$ cat src/rtl/rv_encode_comp_packer_if.sv
// Handshake bundle between an instruction producer and the RVC packer.
// Latency: none, wires only.
// Backpressure: o_ready / i_ready are carried as plain signals; modports fix the direction.
interface rv_encode_comp_packer_if #(
    parameter int CNT_W = 16
);
    logic             i_valid;
    logic [31:0]      i_instruction;
    logic             o_ready;
    logic             i_flush;
    logic             o_valid;
    logic [31:0]      o_word;
    logic             i_ready;
    logic             o_flush_done;
    logic             o_illegal;
    logic [CNT_W-1:0] o_cnt_comp;
    logic [CNT_W-1:0] o_cnt_full;

    // Packer side
    modport slave (
        input  i_valid, i_instruction, i_flush, i_ready,
        output o_ready, o_valid, o_word, o_flush_done, o_illegal, o_cnt_comp, o_cnt_full
    );

    // Producer / consumer side
    modport master (
        output i_valid, i_instruction, i_flush, i_ready,
        input  o_ready, o_valid, o_word, o_flush_done, o_illegal, o_cnt_comp, o_cnt_full
    );
endinterface

$ cat src/rtl/rv_encode_comp_packer.sv
// RV32I -> RVC re-encoder packing 16/32-bit forms into a little-endian 32-bit word stream.
// Latency: one cycle from input handshake to o_valid; a flush takes one extra cycle in FLUSH.
// Backpressure: single output register; o_ready drops while that register is held or a flush is pending.
module rv_encode_comp_packer #(
    parameter int ENABLE_COMP = 1,
    parameter int CNT_W       = 16
) (
    input  logic                   i_clk,
    input  logic                   i_reset,
    rv_encode_comp_packer_if.slave bus
);

    typedef enum logic [1:0] {
        ST_EMPTY = 2'd0,
        ST_HALF  = 2'd1,
        ST_FLUSH = 2'd2
    } state_t;

    state_t           state_q;
    logic [15:0]      hold_q;
    logic             valid_q;
    logic [31:0]      word_q;
    logic             flush_done_q;
    logic             illegal_q;
    logic [CNT_W-1:0] cnt_comp_q;
    logic [CNT_W-1:0] cnt_full_q;

    logic [31:0]        ins;
    logic [4:0]         rd, rs1, rs2, shamt;
    logic [2:0]         f3;
    logic [6:0]         f7, opcode;
    logic               rd_c, rs1_c, rs2_c;
    logic signed [31:0] imm_i, imm_s, imm_b, imm_j;
    logic               comp_ok;
    logic [15:0]        comp_hw;
    logic               legal, use_comp, in_fire;

    assign ins    = bus.i_instruction;
    assign opcode = ins[6:0];
    assign rd     = ins[11:7];
    assign f3     = ins[14:12];
    assign rs1    = ins[19:15];
    assign rs2    = ins[24:20];
    assign shamt  = ins[24:20];
    assign f7     = ins[31:25];
    // Compressed register fields can only name x8..x15
    assign rd_c   = (rd[4:3]  == 2'b01);
    assign rs1_c  = (rs1[4:3] == 2'b01);
    assign rs2_c  = (rs2[4:3] == 2'b01);
    assign imm_i  = {{20{ins[31]}}, ins[31:20]};
    assign imm_s  = {{20{ins[31]}}, ins[31:25], ins[11:7]};
    assign imm_b  = {{19{ins[31]}}, ins[31], ins[7], ins[30:25], ins[11:8], 1'b0};
    assign imm_j  = {{11{ins[31]}}, ins[31], ins[19:12], ins[20], ins[30:21], 1'b0};

    assign legal    = (ins[1:0] == 2'b11);
    assign use_comp = (ENABLE_COMP != 0) && comp_ok;
    assign in_fire  = bus.i_valid && bus.o_ready;

    assign bus.o_ready      = (state_q != ST_FLUSH) && (!valid_q || bus.i_ready);
    assign bus.o_valid      = valid_q;
    assign bus.o_word       = word_q;
    assign bus.o_flush_done = flush_done_q;
    assign bus.o_illegal    = illegal_q;
    assign bus.o_cnt_comp   = cnt_comp_q;
    assign bus.o_cnt_full   = cnt_full_q;

    function automatic logic [CNT_W-1:0] sat_inc(input logic [CNT_W-1:0] c);
        return (&c) ? c : c + 1'b1;
    endfunction

    // Find an exact RVC equivalent of the incoming instruction, first matching rule wins
    always_comb begin
        comp_ok = 1'b0;
        comp_hw = 16'h0000;
        case (opcode)
            7'b0010011: begin
                if (f3 == 3'b000) begin
                    if (rd == 5'd0 && rs1 == 5'd0 && imm_i == 0) begin
                        comp_ok = 1'b1; comp_hw = 16'h0001;
                    end else if (rd == rs1 && rd != 5'd0 && imm_i != 0 && imm_i >= -32 && imm_i <= 31) begin
                        comp_ok = 1'b1; comp_hw = {3'b000, imm_i[5], rd, imm_i[4:0], 2'b01};
                    end else if (rd == 5'd2 && rs1 == 5'd2 && imm_i != 0 && imm_i[3:0] == 4'd0 &&
                                 imm_i >= -512 && imm_i <= 496) begin
                        comp_ok = 1'b1;
                        comp_hw = {3'b011, imm_i[9], 5'd2, imm_i[4], imm_i[6], imm_i[8:7], imm_i[5], 2'b01};
                    end else if (rs1 == 5'd2 && rd_c && imm_i[1:0] == 2'd0 && imm_i >= 4 && imm_i <= 1020) begin
                        comp_ok = 1'b1;
                        comp_hw = {3'b000, imm_i[5:4], imm_i[9:6], imm_i[2], imm_i[3], rd[2:0], 2'b00};
                    end else if (rs1 == 5'd0 && rd != 5'd0 && imm_i >= -32 && imm_i <= 31) begin
                        comp_ok = 1'b1; comp_hw = {3'b010, imm_i[5], rd, imm_i[4:0], 2'b01};
                    end
                end else if (f3 == 3'b001) begin
                    if (f7 == 7'd0 && rd == rs1 && rd != 5'd0 && shamt != 5'd0) begin
                        comp_ok = 1'b1; comp_hw = {3'b000, 1'b0, rd, shamt, 2'b10};
                    end
                end else if (f3 == 3'b101) begin
                    if ((f7 == 7'b0000000 || f7 == 7'b0100000) && rd == rs1 && rd_c && shamt != 5'd0) begin
                        comp_ok = 1'b1; comp_hw = {3'b100, 1'b0, 1'b0, f7[5], rd[2:0], shamt, 2'b01};
                    end
                end else if (f3 == 3'b111) begin
                    if (rd == rs1 && rd_c && imm_i >= -32 && imm_i <= 31) begin
                        comp_ok = 1'b1; comp_hw = {3'b100, imm_i[5], 2'b10, rd[2:0], imm_i[4:0], 2'b01};
                    end
                end
            end
            7'b0110111: begin
                if (rd != 5'd0 && rd != 5'd2 && ins[31:12] != 20'd0 && ins[31:17] == {15{ins[17]}}) begin
                    comp_ok = 1'b1; comp_hw = {3'b011, ins[17], rd, ins[16:12], 2'b01};
                end
            end
            7'b0110011: begin
                if (f3 == 3'b000 && f7 == 7'd0) begin
                    if (rd == rs1 && rd != 5'd0 && rs2 != 5'd0) begin
                        comp_ok = 1'b1; comp_hw = {4'b1001, rd, rs2, 2'b10};
                    end else if (rd != 5'd0 && rs1 == 5'd0 && rs2 != 5'd0) begin
                        comp_ok = 1'b1; comp_hw = {4'b1000, rd, rs2, 2'b10};
                    end
                end else if (rd == rs1 && rd_c && rs2_c) begin
                    if (f3 == 3'b000 && f7 == 7'b0100000) begin
                        comp_ok = 1'b1; comp_hw = {6'b100011, rd[2:0], 2'b00, rs2[2:0], 2'b01};
                    end else if (f7 == 7'd0 && f3 == 3'b100) begin
                        comp_ok = 1'b1; comp_hw = {6'b100011, rd[2:0], 2'b01, rs2[2:0], 2'b01};
                    end else if (f7 == 7'd0 && f3 == 3'b110) begin
                        comp_ok = 1'b1; comp_hw = {6'b100011, rd[2:0], 2'b10, rs2[2:0], 2'b01};
                    end else if (f7 == 7'd0 && f3 == 3'b111) begin
                        comp_ok = 1'b1; comp_hw = {6'b100011, rd[2:0], 2'b11, rs2[2:0], 2'b01};
                    end
                end
            end
            7'b0000011: begin
                if (f3 == 3'b010 && imm_i[1:0] == 2'd0 && imm_i >= 0) begin
                    if (rs1_c && rd_c && imm_i <= 124) begin
                        comp_ok = 1'b1;
                        comp_hw = {3'b010, imm_i[5:3], rs1[2:0], imm_i[2], imm_i[6], rd[2:0], 2'b00};
                    end else if (rs1 == 5'd2 && rd != 5'd0 && imm_i <= 252) begin
                        comp_ok = 1'b1;
                        comp_hw = {3'b010, imm_i[5], rd, imm_i[4:2], imm_i[7:6], 2'b10};
                    end
                end
            end
            7'b0100011: begin
                if (f3 == 3'b010 && imm_s[1:0] == 2'd0 && imm_s >= 0) begin
                    if (rs1_c && rs2_c && imm_s <= 124) begin
                        comp_ok = 1'b1;
                        comp_hw = {3'b110, imm_s[5:3], rs1[2:0], imm_s[2], imm_s[6], rs2[2:0], 2'b00};
                    end else if (rs1 == 5'd2 && imm_s <= 252) begin
                        comp_ok = 1'b1;
                        comp_hw = {3'b110, imm_s[5:2], imm_s[7:6], rs2, 2'b10};
                    end
                end
            end
            7'b1100011: begin
                if ((f3 == 3'b000 || f3 == 3'b001) && rs1_c && rs2 == 5'd0 &&
                    imm_b >= -256 && imm_b <= 254) begin
                    comp_ok = 1'b1;
                    comp_hw = {2'b11, f3[0], imm_b[8], imm_b[4:3], rs1[2:0],
                               imm_b[7:6], imm_b[2:1], imm_b[5], 2'b01};
                end
            end
            7'b1101111: begin
                if ((rd == 5'd0 || rd == 5'd1) && imm_j >= -2048 && imm_j <= 2046) begin
                    comp_ok = 1'b1;
                    comp_hw = {~rd[0], 2'b01, imm_j[11], imm_j[4], imm_j[9:8], imm_j[10], imm_j[6],
                               imm_j[7], imm_j[3:1], imm_j[5], 2'b01};
                end
            end
            7'b1100111: begin
                if (f3 == 3'b000 && (rd == 5'd0 || rd == 5'd1) && rs1 != 5'd0 && imm_i == 0) begin
                    comp_ok = 1'b1; comp_hw = {3'b100, rd[0], rs1, 5'd0, 2'b10};
                end
            end
            7'b1110011: begin
                if (ins == 32'h0010_0073) begin
                    comp_ok = 1'b1; comp_hw = 16'h9002;
                end
            end
            default: ;
        endcase
    end

    // Packing FSM, output register, pulses and statistics counters
    always_ff @(posedge i_clk) begin
        if (i_reset) begin
            state_q      <= ST_EMPTY;
            hold_q       <= 16'h0000;
            valid_q      <= 1'b0;
            word_q       <= 32'h0000_0000;
            flush_done_q <= 1'b0;
            illegal_q    <= 1'b0;
            cnt_comp_q   <= '0;
            cnt_full_q   <= '0;
        end else begin
            flush_done_q <= 1'b0;
            illegal_q    <= 1'b0;
            if (valid_q && bus.i_ready) begin
                valid_q <= 1'b0;
            end
            case (state_q)
                // FLUSH is only entered with a halfword held, so it always pads with c.nop
                ST_FLUSH: begin
                    if (!valid_q || bus.i_ready) begin
                        valid_q      <= 1'b1;
                        word_q       <= {16'h0001, hold_q};
                        flush_done_q <= 1'b1;
                        state_q      <= ST_EMPTY;
                    end
                end
                default: begin
                    if (in_fire) begin
                        if (!legal) begin
                            illegal_q <= 1'b1;
                        end else if (use_comp) begin
                            cnt_comp_q <= sat_inc(cnt_comp_q);
                            if (state_q == ST_HALF) begin
                                valid_q <= 1'b1;
                                word_q  <= {comp_hw, hold_q};
                                state_q <= ST_EMPTY;
                            end else begin
                                hold_q  <= comp_hw;
                                state_q <= ST_HALF;
                            end
                        end else begin
                            cnt_full_q <= sat_inc(cnt_full_q);
                            valid_q    <= 1'b1;
                            if (state_q == ST_HALF) begin
                                word_q <= {ins[15:0], hold_q};
                                hold_q <= ins[31:16];
                            end else begin
                                word_q <= ins;
                            end
                        end
                    end else if (bus.i_flush) begin
                        // Nothing held: acknowledge immediately without touching the output
                        if (state_q == ST_HALF) begin
                            state_q <= ST_FLUSH;
                        end else begin
                            flush_done_q <= 1'b1;
                        end
                    end
                end
            endcase
        end
    end

endmodule
$ cat src/flat_wrapper.sv
// flat-port wrapper written by rule: the top's interface ports become plain ports
module rv_encode_comp_packer_flat 
#(
    parameter int ENABLE_COMP = 1,
    parameter int CNT_W       = 16
)
  (i_clk, i_reset, bus_i_valid, bus_i_instruction, bus_i_flush, bus_i_ready, bus_o_ready, bus_o_valid, bus_o_word, bus_o_flush_done, bus_o_illegal, bus_o_cnt_comp, bus_o_cnt_full);
  rv_encode_comp_packer_if #(.CNT_W(CNT_W)) bus_i ();
  input  logic i_clk;
  input  logic i_reset;
  input wire logic [$bits(bus_i.i_valid)-1:0] bus_i_valid;
  input wire logic [$bits(bus_i.i_instruction)-1:0] bus_i_instruction;
  input wire logic [$bits(bus_i.i_flush)-1:0] bus_i_flush;
  input wire logic [$bits(bus_i.i_ready)-1:0] bus_i_ready;
  output wire logic [$bits(bus_i.o_ready)-1:0] bus_o_ready;
  output wire logic [$bits(bus_i.o_valid)-1:0] bus_o_valid;
  output wire logic [$bits(bus_i.o_word)-1:0] bus_o_word;
  output wire logic [$bits(bus_i.o_flush_done)-1:0] bus_o_flush_done;
  output wire logic [$bits(bus_i.o_illegal)-1:0] bus_o_illegal;
  output wire logic [$bits(bus_i.o_cnt_comp)-1:0] bus_o_cnt_comp;
  output wire logic [$bits(bus_i.o_cnt_full)-1:0] bus_o_cnt_full;
  assign bus_i.i_valid = bus_i_valid;
  assign bus_i.i_instruction = bus_i_instruction;
  assign bus_i.i_flush = bus_i_flush;
  assign bus_i.i_ready = bus_i_ready;
  assign bus_o_ready = bus_i.o_ready;
  assign bus_o_valid = bus_i.o_valid;
  assign bus_o_word = bus_i.o_word;
  assign bus_o_flush_done = bus_i.o_flush_done;
  assign bus_o_illegal = bus_i.o_illegal;
  assign bus_o_cnt_comp = bus_i.o_cnt_comp;
  assign bus_o_cnt_full = bus_i.o_cnt_full;
  rv_encode_comp_packer #(.ENABLE_COMP(ENABLE_COMP), .CNT_W(CNT_W)) u_core (.i_clk(i_clk), .i_reset(i_reset), .bus(bus_i));
endmodule
$ cat config.mk
export PLATFORM = sky130hd
export DESIGN_NAME = rv_encode_comp_packer_flat
export DESIGN_NICKNAME = d
export VERILOG_FILES = /design/src/rtl/rv_encode_comp_packer_if.sv /design/src/rtl/rv_encode_comp_packer.sv /design/src/flat_wrapper.sv
export SDC_FILE = /design/constraint.sdc
export NUM_CORES = 1
export LEC_CHECK = 0
export CAP_MARGIN = 30
export CELL_PAD_IN_SITES_DETAIL_PLACEMENT = 0
export CELL_PAD_IN_SITES_GLOBAL_PLACEMENT = 1
export CORE_ASPECT_RATIO = 1.1
export CORE_MARGIN = 4
export CORE_UTILIZATION = 40
export CTS_CLUSTER_SIZE = 8
export DETAILED_ROUTE_END_ITERATION = 6
export GPL_TIMING_DRIVEN = 1
export PLACE_DENSITY_LB_ADDON = 0.2
export SYNTH_ARGS = -nofsm -noshare
export SYNTH_HDL_FRONTEND = slang
export SYNTH_SLANG_ARGS = --single-unit
$ cat constraint.sdc
create_clock -name i_clk -period 10.7 [get_ports i_clk]
set_input_delay 2.14 -clock i_clk [delete_from_list [all_inputs] [get_ports i_clk]]
set_output_delay 2.14 -clock i_clk [all_outputs]
set_load 0.01 [all_outputs]
==> results of run 1 <==
## where the power goes
part / internal [uW] / total [uW] / switching (uW)
sequential: 330 / 339 / 8.52
clock: 187 / 333 / 146
combinational: 63.8 / 168 / 104
## path summary, 6_finish.rpt
path / startpoint / endpoint / slack (ns)
worst max-delay path: bus_i_instruction[28] / u_core.hold_q[2] / 4.00
worst min-delay path: u_core.hold_q[8] / u_core.hold_q[8] / 0.47
worst max register to register: u_core.state_q[0] / u_core.bus.o_cnt_full[11] / 7.71
worst min register to register: u_core.hold_q[8] / u_core.hold_q[8] / 0.47
## Yosys cell counts (6+ instances only)
cell type    n  area, um2
a211oi_1    15        113
a21oi_1     34        170
a22o_1       7       61.3
a22oi_1      7       52.6
a311oi_1    21        184
and3_1      14       87.6
buf_2       20        100
clkbuf_1    39        146
dfxtp_1     85       1700
ha_1         7       87.6
inv_1       16       60.1
mux2_2       6       67.6
mux2i_1     13        130
nand2_1     81        304
nand2b_1     7       43.8
nand3_1     47        235
nand4_1     29        181
nor2_1     108        405
nor3_1      45        225
nor4_1      12       75.1
o211ai_1     7       52.6
o21ai_0     29        145
o2bb2ai_1    7       61.3
or3_1       13       81.3
or4_1       10       75.1
xnor2_1     13        114
xor2_1      18        158
## sequential cells by signal, summed over array words and instances, names as in the netlist
register	flops
u_core.bus.o_word	32
u_core.bus.o_cnt_comp	16
u_core.bus.o_cnt_full	16
u_core.hold_q	16
u_core.state_q	2
u_core.bus.o_flush_done	1
u_core.bus.o_illegal	1
u_core.bus.o_valid	1
## layout make-up
class	count	area, um2
multi-input combinational	701	4460
timing repair buffer	116	1120
clock buffer	9	225
inverter	17	63.8
tap	200	250
clock inverter	7	87.6
sequential	85	1700
fill	1601	7940
## layout by cell type, fill, tap and decap left out, types with 9 or more instances in the layout
cell type	synthesis	final
or3_1	13	13
buf_4	2	11
clkdlybuf4s50_1	0	103
o21ai_0	29	29
a211oi_1	15	15
nor4_1	12	12
nand2_1	81	81
mux2i_1	13	13
xor2_1	18	18
dfxtp_1	85	85
or4_1	10	10
nor2_1	108	108
xnor2_1	13	13
nand4_1	29	29
inv_1	16	16
a21oi_1	34	34
clkbuf_16	0	9
a311oi_1	21	21
nor3_1	45	44
nand3_1	47	47
and3_1	14	14
## critical path, cell delays in order
cell and delay (ns):
clkdlybuf4s50_1 0.85, nor4_1 1.08, nand4_1 0.26, o31ai_1 0.49
nor2b_1 0.16, and3_1 0.30, o211ai_4 0.74, mux2_2 0.51
a211oi_1 0.27, nor3_1 0.08
## stage by stage
stage	total power, uW	worst slack (ns)	cell area, um2
3_5_place_dp	508	3.82	7600
6_report	839	4.00	7910
4_1_cts	840	4.16	7910
5_1_grt	870	3.82	7910
2_1_floorplan	430	5.57	6500
3_3_place_gp	507	3.75	7590
## metal layers
layer / routed length (um) / track usage [%]
met1: 11900 / 40.8
met2: 12800 / 47.1
met3: 3300 / 9.41
met4: 1940 / 18.2
met5: 0 / 0
## cells by family after synthesis
logic type                 share of synthesized area [%]
and+or+nand+nor                                     34.4
AOI/OAI and AO/OA                                   25.6
DFF                                                 26.2
buffers and inverters                               5.35
xor gates and xnor gates                            4.17
muxes                                               3.04
adders and majority gates                           1.35
==> out/qor.yml, run 1 <==
ant_nets: 0
grt_pass1_vias: 7509
viasPerCell: 6.82
dpl.hpwl_mm: 21.9
worstSetupEndpointType: "flop"
port_buffers: 104
p_per_area_nw_per_um2: 106
finalHoldViolCount: 0
ys_seq_elements: 85
r2r_cells: 8
dr.pass1.iters: 7
cts.sinks: 85
diodes: 0
antenna_found_initial: 0
outcome: "complete, but fails checks"
cts_resized: 0
cts_root_buf: "clkbuf_16"
hold_buffers: 0
drt_iter0_drc: 969
layout-drive-gt1-share_pct: 7.38
fp.dieH_um: 142
grt.overflow.total: 0
finalSetupViolCount: 0
synthesis.nets: 912
arrival_ns: 6.90
worst_slew_pin_slew_ns: 1.06
critPathRequiredTime_ns: 10.90
crit_path_max_fanout: 27
max_freq_mhz: 149
slew_violations: 0
vdd_drop_max_v: 0.0000899
p_leak_uw: 0.00259
placed_cells: 1119
gp_congestion: 1.10
post_cts.repair.setup_buffers: 0
track_usage_pct: 31.8
insertion_delay_ns: 0.35
die_area_um2: 18400
synth.avg_cell_area_um2: 7.49
fin_tns_setup_ns: 0
syn_area_um2: 6500
ioPinCount: 105
wire_per_inst_um: 26.4
grt_pass1_wl_mm: 44.6
ys_types: 99
cts.clk_slew.worst_paths_ns: 0.08
cts_tree: "done"
area_growth_pct: 21.6
holdWs_ns: 0.472
holdPathStages: 1
layoutNonFillerInstCount: 1135
synth_warnings: 0
ys.flop_type: "dfxtp_1"
fin_util_pct: 49.9
async_reset_ff_share_pct: 0
seq_area_frac_synth_pct: 26.2
postSynthCellCount: 868
cts_buffers: 9
synth-edff-count: 0
drt_wl_total_mm: 29.9
violations: "DRC"
clockBufferDepth: 2
min_period_ns: 6.70
grt_max_degree: 75
coreArea_um2: 15900
final.period_utilization_pct: 62.6
hold_path.class: "reg2reg"
num_rows: 48
skew_ns: 0.0145
max_cap_viol_count: 0
num_vias: 7738
relSlewSlack_pct: 28.7
worst_setup_path_start_kind: "primary input"
remaining_drc_errors: 1
start_util_pct: 41.0
nets: 974
critPathKind: "in2reg"
htreeDepth: 3
rsz0062_at_grt: "no"
die_w_um: 130
Power figures use the tool's default switching activity.
==> run 2: changes to the inputs <==
- CORE_UTILIZATION: 40 -> 36
- clock period: 10.7 -> 5.7 ns (I/O delays scaled with it)
==> out/qor.yml, run 2 (synthesis results as in run 1) <==
area_growth_pct: 29.7
die_w_um: 136  # +5.1%
dpl.hpwl_mm: 24.6  # +12%
min_period_ns: 5.03
grt_max_degree: 43  # -43%
worst_setup_path_start_kind: "primary input"
grt_pass1_wl_mm: 47.9  # +7.4%
max_freq_mhz: 199
p_per_area_nw_per_um2: 186  # +76%
track_usage_pct: 31.4  # -0.38 points
die_area_um2: 20300  # +10%
layout-drive-gt1-share_pct: 13.2  # +5.8 points
grt.overflow.total: 0  # unchanged
wl_met3_mm: 2.77  # -16%
coreArea_um2: 17700  # +12%
top_layer: "met4"
p_int_uw: 1070  # +84%
largest_reg_flops: 32  # unchanged
cts.sinks: 85  # unchanged
crit_family: "simple AND/OR/NAND/NOR gates"
fp.dieH_um: 149  # +5.1%
ioPinCount: 105  # unchanged
critPathRequiredTime_ns: 5.90  # -5.00 ns
seqPwrFrac_pct: 40.4  # about the same
switching_share_pct: 32.0  # +1.3 points
path_buf_inv: 2  # +1
seqCellArea_um2: 1700  # unchanged
slew_violations: 0  # unchanged
dr.pass1.iters: 5  # -2
drt_wl_total_mm: 32.1  # +7.3%
wire_per_inst_um: 26.0  # -1.5%
switchingPower_uw: 503  # +95%
finalHoldViolCount: 0  # unchanged
num_vias: 7888  # +1.9%
m1WireLength_mm: 13.2  # +11%
met2_length_mm: 14.1  # +10%
port_buffers: 104  # unchanged
multi_input_area_um2: 4460  # -0.11%
grt_pass1_vias: 7709  # +2.7%
worstSetupEndpointType: "flop"
post_cts.repair.setup_buffers: 0  # unchanged
gp_congestion: 1.05  # -4.6%
final.period_utilization_pct: 88.3
cts_tree: "done"
critPathMaxStageDelay_ns: 0.72  # -0.36 ns
num_rows: 51  # +6.3%
max_cap_viol_count: 0  # unchanged
p_leak_uw: 0.00289  # +12%
comb_power_share_pct: 22.1  # +2.1 points
layoutNonFillerInstCount: 1236  # +8.9%
start_util_pct: 36.7  # -4.4 points
worst_slew_pin_slew_ns: 0.877  # -0.183 ns
viasPerCell: 6.38  # -6.4%
crit_path_max_fanout: 10  # -63%
ant_nets: 0  # unchanged
fill_cells: 1900  # +19%
path_cells: "clkdlybuf4s50_1 > buf_4 > nor4_2 > nand3_1 > a2111o_1 > nor2b_1 > and3_1 > o211ai_4 > mux2_2 > a211oi_1 > nor3_1"
crit_slowest_cell: "clkdlybuf4s50_1"
rsz0062_at_grt: "no"
remaining_drc_errors: 0  # -1
outcome: "completed"
drt_iter0_drc: 645  # -33%
fin_tns_setup_ns: 0  # unchanged
final_common_cell: "nor2_1"
critPathKind: "in2reg"
final_cell_mix: "nor2_1 (108), clkdlybuf4s50_1 (103), dfxtp_1 (85)"
relSlewSlack_pct: 41.5  # +13 points
insertion_delay_ns: 0.35  # about the same
hold_buffers: 0  # unchanged
cts_root_buf: "clkbuf_16"
placed_cells: 1220  # +9.0%
finalSetupViolCount: 0  # unchanged
skew_ns: 0.00848  # -0.00601 ns
cts_buffers: 9  # unchanged
cts.clk_slew.worst_paths_ns: 0.07  # about the same
diodes: 0  # unchanged
vdd_drop_max_v: 0.000126  # +40%
htreeDepth: 3  # unchanged
arrival_ns: 5.23  # -1.67 ns
nets: 1037  # +6.5%
clkPwrFrac_pct: 37.5  # -2.1 points
cts_resized: 0  # unchanged
clockBufferDepth: 2  # unchanged
hold_path.class: "reg2reg"
antenna_found_initial: 0  # unchanged
[run 2: tightest hold or removal path, stage by stage (launching register included)]
cell	delay, ns
dfxtp_1	0.31
nand2_1	0.05
a21oi_1	0.05
[run 2: final timing paths]
path | depth (start not counted) | from | slack, ns | endpoint
hold reg to reg | 2 | u_core.hold_q[7] | 0.46 | u_core.hold_q[7]
setup / recovery | 11 | bus_i_instruction[9] | 0.67 | u_core.hold_q[10]
setup reg to reg | 9 | u_core.bus.o_cnt_full[4] | 3.03 | u_core.bus.o_cnt_full[13]
hold / removal | 2 | u_core.hold_q[7] | 0.46 | u_core.hold_q[7]
[run 2: layer usage]
metal / vias to the layer above / GRT usage (%)
met3: 122 / 6.78
li1: 3561 / -
met2: 479 / 48.4
met5: - / 0
met1: 3726 / 40.4
met4: 0 / 17.9
[run 2: power groups by stage]
| stage | clock [uW] | sequential [uW] | combinational, uW |
|---|---|---|---|
| global route | 626 | 637 | 367 |
| detailed placement | 0 | 648 | 336 |
| CTS | 601 | 635 | 338 |
| global placement | 0 | 648 | 341 |
| floorplan | 0 | 658 | 150 |
| finish | 589 | 635 | 347 |
[run 2: layout make-up]
type                       instances  area share, %
tap                              238           3.53
clock buffer                       9           2.67
clock inverter                     7          0.816
timing repair buffer             179           19.2
multi-input combinational        701           52.8
inverter                          17          0.756
sequential                        85           20.2
[run 2: through the flow]
stage,util [%],area (um2),setup slack [ns],hold WS [ns],total power [uW]
global placement,45.9,8140,0.500,0.443,990
detailed placement,45.9,8140,0.505,0.448,984
global route,47.6,8440,0.486,0.485,1630
floorplan,-,6500,1.57,0.432,807
CTS,47.6,8440,0.866,0.458,1570
finish,47.6,8440,0.666,0.456,1570
